$ cat config.mk
export PLATFORM = sky130hd
export DESIGN_NAME = inst_loader
export DESIGN_NICKNAME = d
export VERILOG_FILES = /design/src/rtl/inst_loader.sv
export SDC_FILE = /design/constraint.sdc
export NUM_CORES = 1
export LEC_CHECK = 0
export ABC_AREA = 1
export BUFFER_PORTS_ARGS = -buffer_cell sky130_fd_sc_hd__buf_2
export CORE_ASPECT_RATIO = 1.1
export CORE_MARGIN = 4
export CORE_UTILIZATION = 54
export DETAILED_ROUTE_END_ITERATION = 7
export GPL_ROUTABILITY_DRIVEN = 0
export PLACE_DENSITY = 0.83
export SLEW_MARGIN = 10
export SYNTH_ARGS = -nofsm -noshare
export SYNTH_HDL_FRONTEND = slang
export SYNTH_SLANG_ARGS = --single-unit
$ cat constraint.sdc
create_clock -name clk -period 2.2 [get_ports clk]
set_input_delay 0.33 -clock clk [delete_from_list [all_inputs] [get_ports clk]]
set_output_delay 0.33 -clock clk [all_outputs]
set_load 0.005 [all_outputs]
$ cat src/rtl/inst_loader.sv
// UART program loader: receives a little-endian word count and program words,
// writes them into instruction memory, then hands the memory port to the core.
module inst_loader #(
    parameter int ADDR_WIDTH = 15,
    parameter bit BOOT_SKIP  = 1'b0
) (
    input  logic                  clk,
    input  logic                  rst,
    input  logic                  rx_valid,
    input  logic [7:0]            rx_data,
    input  logic [31:0]           fetch_pc,
    output logic [31:0]           fetch_inst,
    output logic [ADDR_WIDTH-1:0] mem_addr,
    output logic [31:0]           mem_wdata,
    output logic                  mem_we,
    input  logic [31:0]           mem_rdata,
    output logic                  cpu_stall,
    output logic                  load_done,
    output logic                  load_err
);

    typedef enum logic [2:0] {HDR, DATA, FLUSH, RUN, ERR} state_t;

    localparam logic [32:0] CAPACITY = 33'd1 << ADDR_WIDTH;
    localparam logic [31:0] NOP      = 32'h0000_0013;
    localparam logic [ADDR_WIDTH:0] REM_ONE = {{ADDR_WIDTH{1'b0}}, 1'b1};

    state_t                state_q, state_d;
    logic [1:0]            bcnt_q, bcnt_d;
    logic [31:0]           count_q, count_d;
    logic [31:0]           shift_q, shift_d;
    logic [31:0]           wdata_q, wdata_d;
    logic [ADDR_WIDTH:0]   waddr_q, waddr_d;
    logic [ADDR_WIDTH:0]   remain_q, remain_d;
    logic [ADDR_WIDTH-1:0] wr_addr_q, wr_addr_d;
    logic                  we_q, we_d;

    logic [31:0] hdr_n;
    logic [31:0] word_in;
    logic        unused_ok;

    // The final header byte completes N combinationally so the decision is made on that byte.
    assign hdr_n   = {rx_data, count_q[23:0]};
    assign word_in = {rx_data, shift_q[31:8]};

    always_comb begin
        state_d   = state_q;
        bcnt_d    = bcnt_q;
        count_d   = count_q;
        shift_d   = shift_q;
        wdata_d   = wdata_q;
        waddr_d   = waddr_q;
        remain_d  = remain_q;
        wr_addr_d = wr_addr_q;
        we_d      = 1'b0;
        case (state_q)
            HDR: begin
                if (rx_valid) begin
                    count_d[{bcnt_q, 3'b000} +: 8] = rx_data;
                    bcnt_d = bcnt_q + 2'd1;
                    if (bcnt_q == 2'd3) begin
                        bcnt_d = '0;
                        if (hdr_n == '0) begin
                            state_d = RUN;
                        end else if ({1'b0, hdr_n} > CAPACITY) begin
                            state_d = ERR;
                        end else begin
                            state_d  = DATA;
                            waddr_d  = '0;
                            remain_d = hdr_n[ADDR_WIDTH:0];
                        end
                    end
                end
            end
            DATA: begin
                if (rx_valid) begin
                    shift_d = word_in;
                    bcnt_d  = bcnt_q + 2'd1;
                    if (bcnt_q == 2'd3) begin
                        bcnt_d    = '0;
                        wdata_d   = word_in;
                        we_d      = 1'b1;
                        wr_addr_d = waddr_q[ADDR_WIDTH-1:0];
                        waddr_d   = waddr_q + 1'b1;
                        remain_d  = remain_q - 1'b1;
                        if (remain_q == REM_ONE) begin
                            state_d = FLUSH;
                        end
                    end
                end
            end
            FLUSH:   state_d = RUN;
            default: state_d = state_q;
        endcase
    end

    always_ff @(posedge clk) begin
        if (rst) begin
            state_q   <= BOOT_SKIP ? RUN : HDR;
            bcnt_q    <= '0;
            count_q   <= '0;
            shift_q   <= '0;
            wdata_q   <= '0;
            waddr_q   <= '0;
            remain_q  <= '0;
            wr_addr_q <= '0;
            we_q      <= 1'b0;
        end else begin
            state_q   <= state_d;
            bcnt_q    <= bcnt_d;
            count_q   <= count_d;
            shift_q   <= shift_d;
            wdata_q   <= wdata_d;
            waddr_q   <= waddr_d;
            remain_q  <= remain_d;
            wr_addr_q <= wr_addr_d;
            we_q      <= we_d;
        end
    end

    // The write pulse uses the address latched at capture, since waddr_q has already advanced.
    always_comb begin
        case (state_q)
            RUN:         mem_addr = fetch_pc[ADDR_WIDTH+1:2];
            DATA, FLUSH: mem_addr = wr_addr_q;
            default:     mem_addr = '0;
        endcase
    end

    assign fetch_inst = (state_q == RUN) ? mem_rdata : NOP;
    assign mem_wdata  = wdata_q;
    assign mem_we     = we_q;
    assign cpu_stall  = (state_q != RUN);
    assign load_done  = (state_q == RUN);
    assign load_err   = (state_q == ERR);

    assign unused_ok = ^{fetch_pc[31:ADDR_WIDTH+2], fetch_pc[1:0], count_q[31:24], shift_q[7:0]};

endmodule

; Word-level counts from Yosys, hierarchy flattened
; Index checks and enable logic that the tools add are counted.
[totals]
register_bits = 149
input_bits = 75
[op_classes]
n_reduce_logical = 13
magnitude_cmp = 1
addsub = 4
mux = 27
eq_ne = 14
shift = 2
bitwise_logic = 2
[op_table]
columns = cell, count
row1 = two-way mux 16 bit, 12
row2 = one-hot mux 16 bit (2 select lines), 2
row3 = bitwise mux 32 bit, 1
row4 = "greater-than comparator 32 x 16 -> 1 bit, second input constant", 1
row5 = logical NOT 32 bit, 1
row6 = two-way mux 32 bit, 1
row7 = "variable shift 8 x 7 -> 32 bit, first input constant", 1
row8 = indexed part select 8 x 7 -> 32 bit, 1
row9 = one-hot mux 15 bit (2 select lines), 1
row10 = two-way mux 3 bit, 7
row11 = "adder 16 x 1 -> 16 bit, second input constant", 1
row12 = "== test 16 x 1 -> 1 bit, second input constant", 1
row13 = "subtractor 16 x 1 -> 16 bit, second input constant", 1
row14 = "!= test 2 bit, second input constant", 7
row15 = one-hot mux 3 bit (3 select lines), 1
row16 = negator 5 -> 7 bit, 1
row17 = AND reduction 7 bit, 1
row18 = "== test 3 x 2 -> 1 bit, second input constant", 2
row19 = AND reduction 2 bit, 3
row20 = AND reduction 6 bit, 1
row21 = OR reduction 2 bit, 2
row22 = "== test 3 x 1 -> 1 bit, second input constant", 1
row23 = "== test 3 bit, second input constant", 1
row24 = logical NOT 3 bit, 1
row25 = 10 further kinds, 11

; Longest topological paths before layout
[depth]
ltp_word = 6
ltp_mapped = 13

; Worst setup path after synthesis
; No wires, ideal clock.
[synth_timing]
path_kind = register to register
start = register bcnt_q[0]
end = register count_q[15]
arrival_ns = 1.506
t_required_ns = 2.130
setup_ns = 0.070
slack_ns = 0.624
path_buffers = 1
stages_incl_launch_ff = 8
path_cell_list = dfxtp_1 > inv_1 > ha_1 > clkinv_1 > clkbuf_1 > nor3_1 > o21ai_0 > a21oi_1
[synth_via]
elab_chain_cells = 3
elab_cells_between_ends = 4
classes_between = 1 x add/sub / 2 x shift / 1 x mux
[synth_rtl]
columns = item, line_no
row1 = "start, declared", 29  ; logic [1:0] bcnt_q, bcnt_d;
row2 = "start signal, assigned", 110  ; bcnt_q <= bcnt_d;
row3 = negator 5 -> 7 bit (*), 59  ; count_d[{bcnt_q, 3'b000} +: 8] = rx_data;
row4 = indexed part select 8 x 7 -> 32 bit / variable shift 8 x 7 -> 32 bit (equally long branches), 59
row5 = bitwise mux 32 bit (*), 59
row6 = "end signal, assigned", 111  ; count_q <= count_d;
row7 = "end, declared", 30  ; logic [31:0] count_q, count_d;
; Every way passes the cells marked *; elsewhere a longest branch is shown, timed or not.
; A chain may end at the register's enable or synchronous reset.

; Final worst setup path
[layout_timing]
start = register state_q[2]
end = output fetch_inst[0]
[layout_via]
elab_chain_cells = 2
[layout_rtl]
columns = item, line_no
row1 = "start, declared", 28  ; state_t state_q, state_d;
row2 = "start signal, assigned", 99  ; state_q <= BOOT_SKIP ? RUN : HDR;
row3 = "start signal, assigned", 109  ; state_q <= state_d;
row4 = == test 3 x 2 -> 1 bit, 130  ; assign fetch_inst = (state_q == RUN) ? mem_rdata : NOP;
row5 = two-way mux 32 bit, 130
row6 = "end, declared", 12  ; output logic [31:0] fetch_inst,
; Every way passes these cells.

==> out/qor.csv <==
metric,value,unit
worst slew pin tran,512,ps
effective utilization at floorplan,55.8,%
relative contribution of combinational cells to total power,25.6,%
power share of the clock group,37.4,%
layout filler cell count,992,
metal3 WL,1.40,mm
number of enable flip-flop cells after synthesis,0,
average size of a mapped cell,6.70,sq um
number of cell instances on the worst register-to-register path,6,
Remaining DRCs,0,
fraction of layout instances using a drive strength above 1,19.8,%
Mapped Cells,961,
Die Y,122,microns
fraction of the yosys area taken by sequential cells,41.1,%
Max rail drop VDD,0.681,mV
post-layout minimum cycle time,2100,ps
"critical path fanouts, max",33,
maximum achievable frequency,477,MHz
max_cap viols,0,
most common library cell in the layout ignoring fill and taps,sky130_fd_sc_hd__nand2_1,
Tightest Hold Check Type,input port to flop,
post-synthesis net count,1044,
Crit Path Class,flop to output port,
pwr/cell area,947,nW/um^2
number of synthesized register bits,132,
root buf cell,sky130_fd_sc_hd__clkbuf_16,
Worst-Skew Late Latency,420,ps
setup skew after layout,9.25,ps
run status,"complete, no violations",
standard cell with the maximum stage delay on the critical path,sky130_fd_sc_hd__dfxtp_1,
via count of the first global-routing pass,6038,
number of nets with antenna violations after detailed routing,0,
clock tree from TritonCTS,yes,
leading register cell type out of synthesis,sky130_fd_sc_hd__dfxtp_1,
Total Die Area,13700,sq um
period utilization,95.3,%
final core occ,68.2,%
max-slew violation count,0,
final hold violation count,0,
remaining global-route overflow,0,
Sink Count,132,
Post-CTS Hold Fix Bufs,0,
Horiz. Die Dim,112,microns
dpl hpwl,11.9,mm
"top library cells by usage in the layout, fill and taps aside","158 x sky130_fd_sc_hd__nand2_1, 152 x sky130_fd_sc_hd__nor2_1, 140 x sky130_fd_sc_hd__buf_2, 130 x sky130_fd_sc_hd__dfxtp_1, 122 x sky130_fd_sc_hd__inv_1",
number of placed I/O pins,158,
Iter 0 DRT Violations,450,
Post-Syn Area,6430,sq um
category of the worst setup path capture point,output port,
clock transition at the registers of the reported paths,60,ps
first-pass GRT wire length,28.1,mm
GRT Util Overall,24.9,%
critical path required time,1870,ps
Max Used Layer,met4,
number of antenna violations at the first check in global routing,0,
distinct cell type count after synthesis,32,
H-tree levels,4,
internal power consumption,4810,uW
met1 wire length,6.96,mm
routed via count divided by cell count,5.19,
r2r endpoint,waddr_q[12]$_SDFFE_PP0P_,
final antenna diode count,0,
nature of the critical path startpoint,flop,
std cell rows,41,
count of vias placed by the detailed router,6533,
maximum number of pins on one net before global-route repair,65,
area growth from synthesis to final layout,22.4,%
Sw Ratio,35.5,%
core footprint,11500,sq um
maximum count of clock buffers along a single path,2,
relative contribution of sequential cells to total power,37.0,%
max-slew headroom at the worst pin,65.8,%
routed length on met2,8.26,mm
Buffers on Ports,140,
accumulated negative setup slack,0,ps
start point of the critical path,state_q[2]$_SDFFE_PP0P_,
number of iterations in the first detailed-routing pass,5,
critical path cell sequence,"nor3_4, buf_4, inv_6, or2_2, buf_2",
origin of the critical flop-to-flop path,bcnt_q[0]$_SDFFE_PP0P_,
wire length reported by the detailed router,17.1,mm
Ys Warns,0,
final routed wire length divided by cell count,13.6,microns
unrepaired setup endpoints after global routing,no,
total setup violations reported at the end of the flow,0,
number of nets in the finished design,1178,
setup slack of the most critical reg-to-reg path,210,ps
Arrival @ worst endpoint,1770,ps
standby leakage power,0.00366,uW
post-synthesis async set-or-reset flop share,0,%
net switching power of the design,2650,uW
end point of the critical path,fetch_inst[0],
maximum single-stage delay on the critical path,420,ps
total clock buffers created by CTS,17,
==> final cells by class <==
class                      count  area [sq um]  share of cell area [%]
multi-input combinational    653          3090                    39.2
sequential                   132          2650                    33.6
timing repair buffer         161           875                    11.1
inverter                     130           493                    6.26
clock buffer                  17           425                    5.40
tap                          150           188                    2.38
clock inverter                15           161                    2.05
==> state kept, by name (all words and copies together), names as in the netlist <==
signal     flops
remain_q      16
mem_wdata     32
bcnt_q         2
wr_addr_q     15
waddr_q       15
mem_we         1
state_q        3
count_q       24
shift_q       24
==> power by group through the flow <==
stage | Sequential (uW) | Combinational, uW | Clock (uW)
after detailed placement | 2800 | 1840 | 0
final | 2760 | 1910 | 2790
after global placement | 2790 | 1810 | 0
after CTS | 2750 | 1870 | 2830
after global routing | 2780 | 2190 | 2950
after floorplan | 2760 | 1380 | 0
==> routing by layer <==
metal	track usage, %	up-vias
met5	0	-
met4	9.62	0
li1	-	3335
met3	6.16	31
met2	43.7	254
met1	29.5	2913
==> how the worst min path moves through the flow <==
stage                                  start                  endpoint  slack (ps)  depth (start not counted)
floorplan           count_q[17]$_SDFFE_PP0P_  count_q[17]$_SDFFE_PP0P_         420                          2
finish                            rx_data[7]  shift_q[31]$_SDFFE_PP0P_         250                          3
global placement    count_q[23]$_SDFFE_PP0P_  count_q[23]$_SDFFE_PP0P_         430                          2
global route                      rx_data[7]  shift_q[31]$_SDFFE_PP0P_         290                          3
CTS                               rx_data[7]  shift_q[31]$_SDFFE_PP0P_         250                          3
detailed placement  count_q[23]$_SDFFE_PP0P_  count_q[23]$_SDFFE_PP0P_         440                          2
==> cells by family after synthesis <==
logic type                 after synthesis  share of synthesized area (%)
adders and majority gates                8                           1.56
buffers and inverters                  176                           11.1
xor gates and xnor gates                12                           1.63
AOI/OAI and AO/OA                      207                           16.4
DFF                                    132                           41.1
and+or+nand+nor                        426                           28.3
==> synthesized netlist by cell type, drive strengths merged (2+ instances only) <==
master / number / area share (%)
nand2: 161 / 9.5
nor2: 158 / 10
dfxtp: 132 / 41
inv: 128 / 7.5
o21ai: 117 / 9.1
a21oi: 88 / 6.8
nand3: 69 / 5.4
buf: 26 / 2.4
nor3: 26 / 2.1
clkbuf: 20 / 1.2
xor2: 10 / 1.4
ha: 8 / 1.6
nand4: 6 / 0.58
or2: 4 / 0.39
clkinv: 2 / 0.12
xnor2: 2 / 0.27
==> worst max-delay path: cells and delay by family (launching register included) <==
family                 cells  cell delay [ps]
DFF                        1              420
buffers and inverters      3              370
and+or+nand+nor            2              560
==> per-stage QoR <==
stage / power, uW / hold WS, ps / cell area, sq um / setup slack (ps) / instances
3_3_place_gp: 4600 / 432 / 7220 / 352 / 1220
3_5_place_dp: 4640 / 438 / 7220 / 321 / 1220
4_1_cts: 7440 / 250 / 7820 / 10.7 / 1252
5_1_grt: 7920 / 294 / 7880 / 9.15 / 1258
2_1_floorplan: 4140 / 424 / 6430 / 624 / 961
6_report: 7460 / 248 / 7880 / 104 / 1258
==> repair_timing <==
| action | 4_1_cts | 5_1_grt |
|---|---|---|
| pin swaps | 0 | 1 |
| gates resized for setup | 3 | 7 |
| setup endpoints to repair | 2 | 13 |
| setup buffers | 0 | 6 |
(Power assumes the default switching activity.)
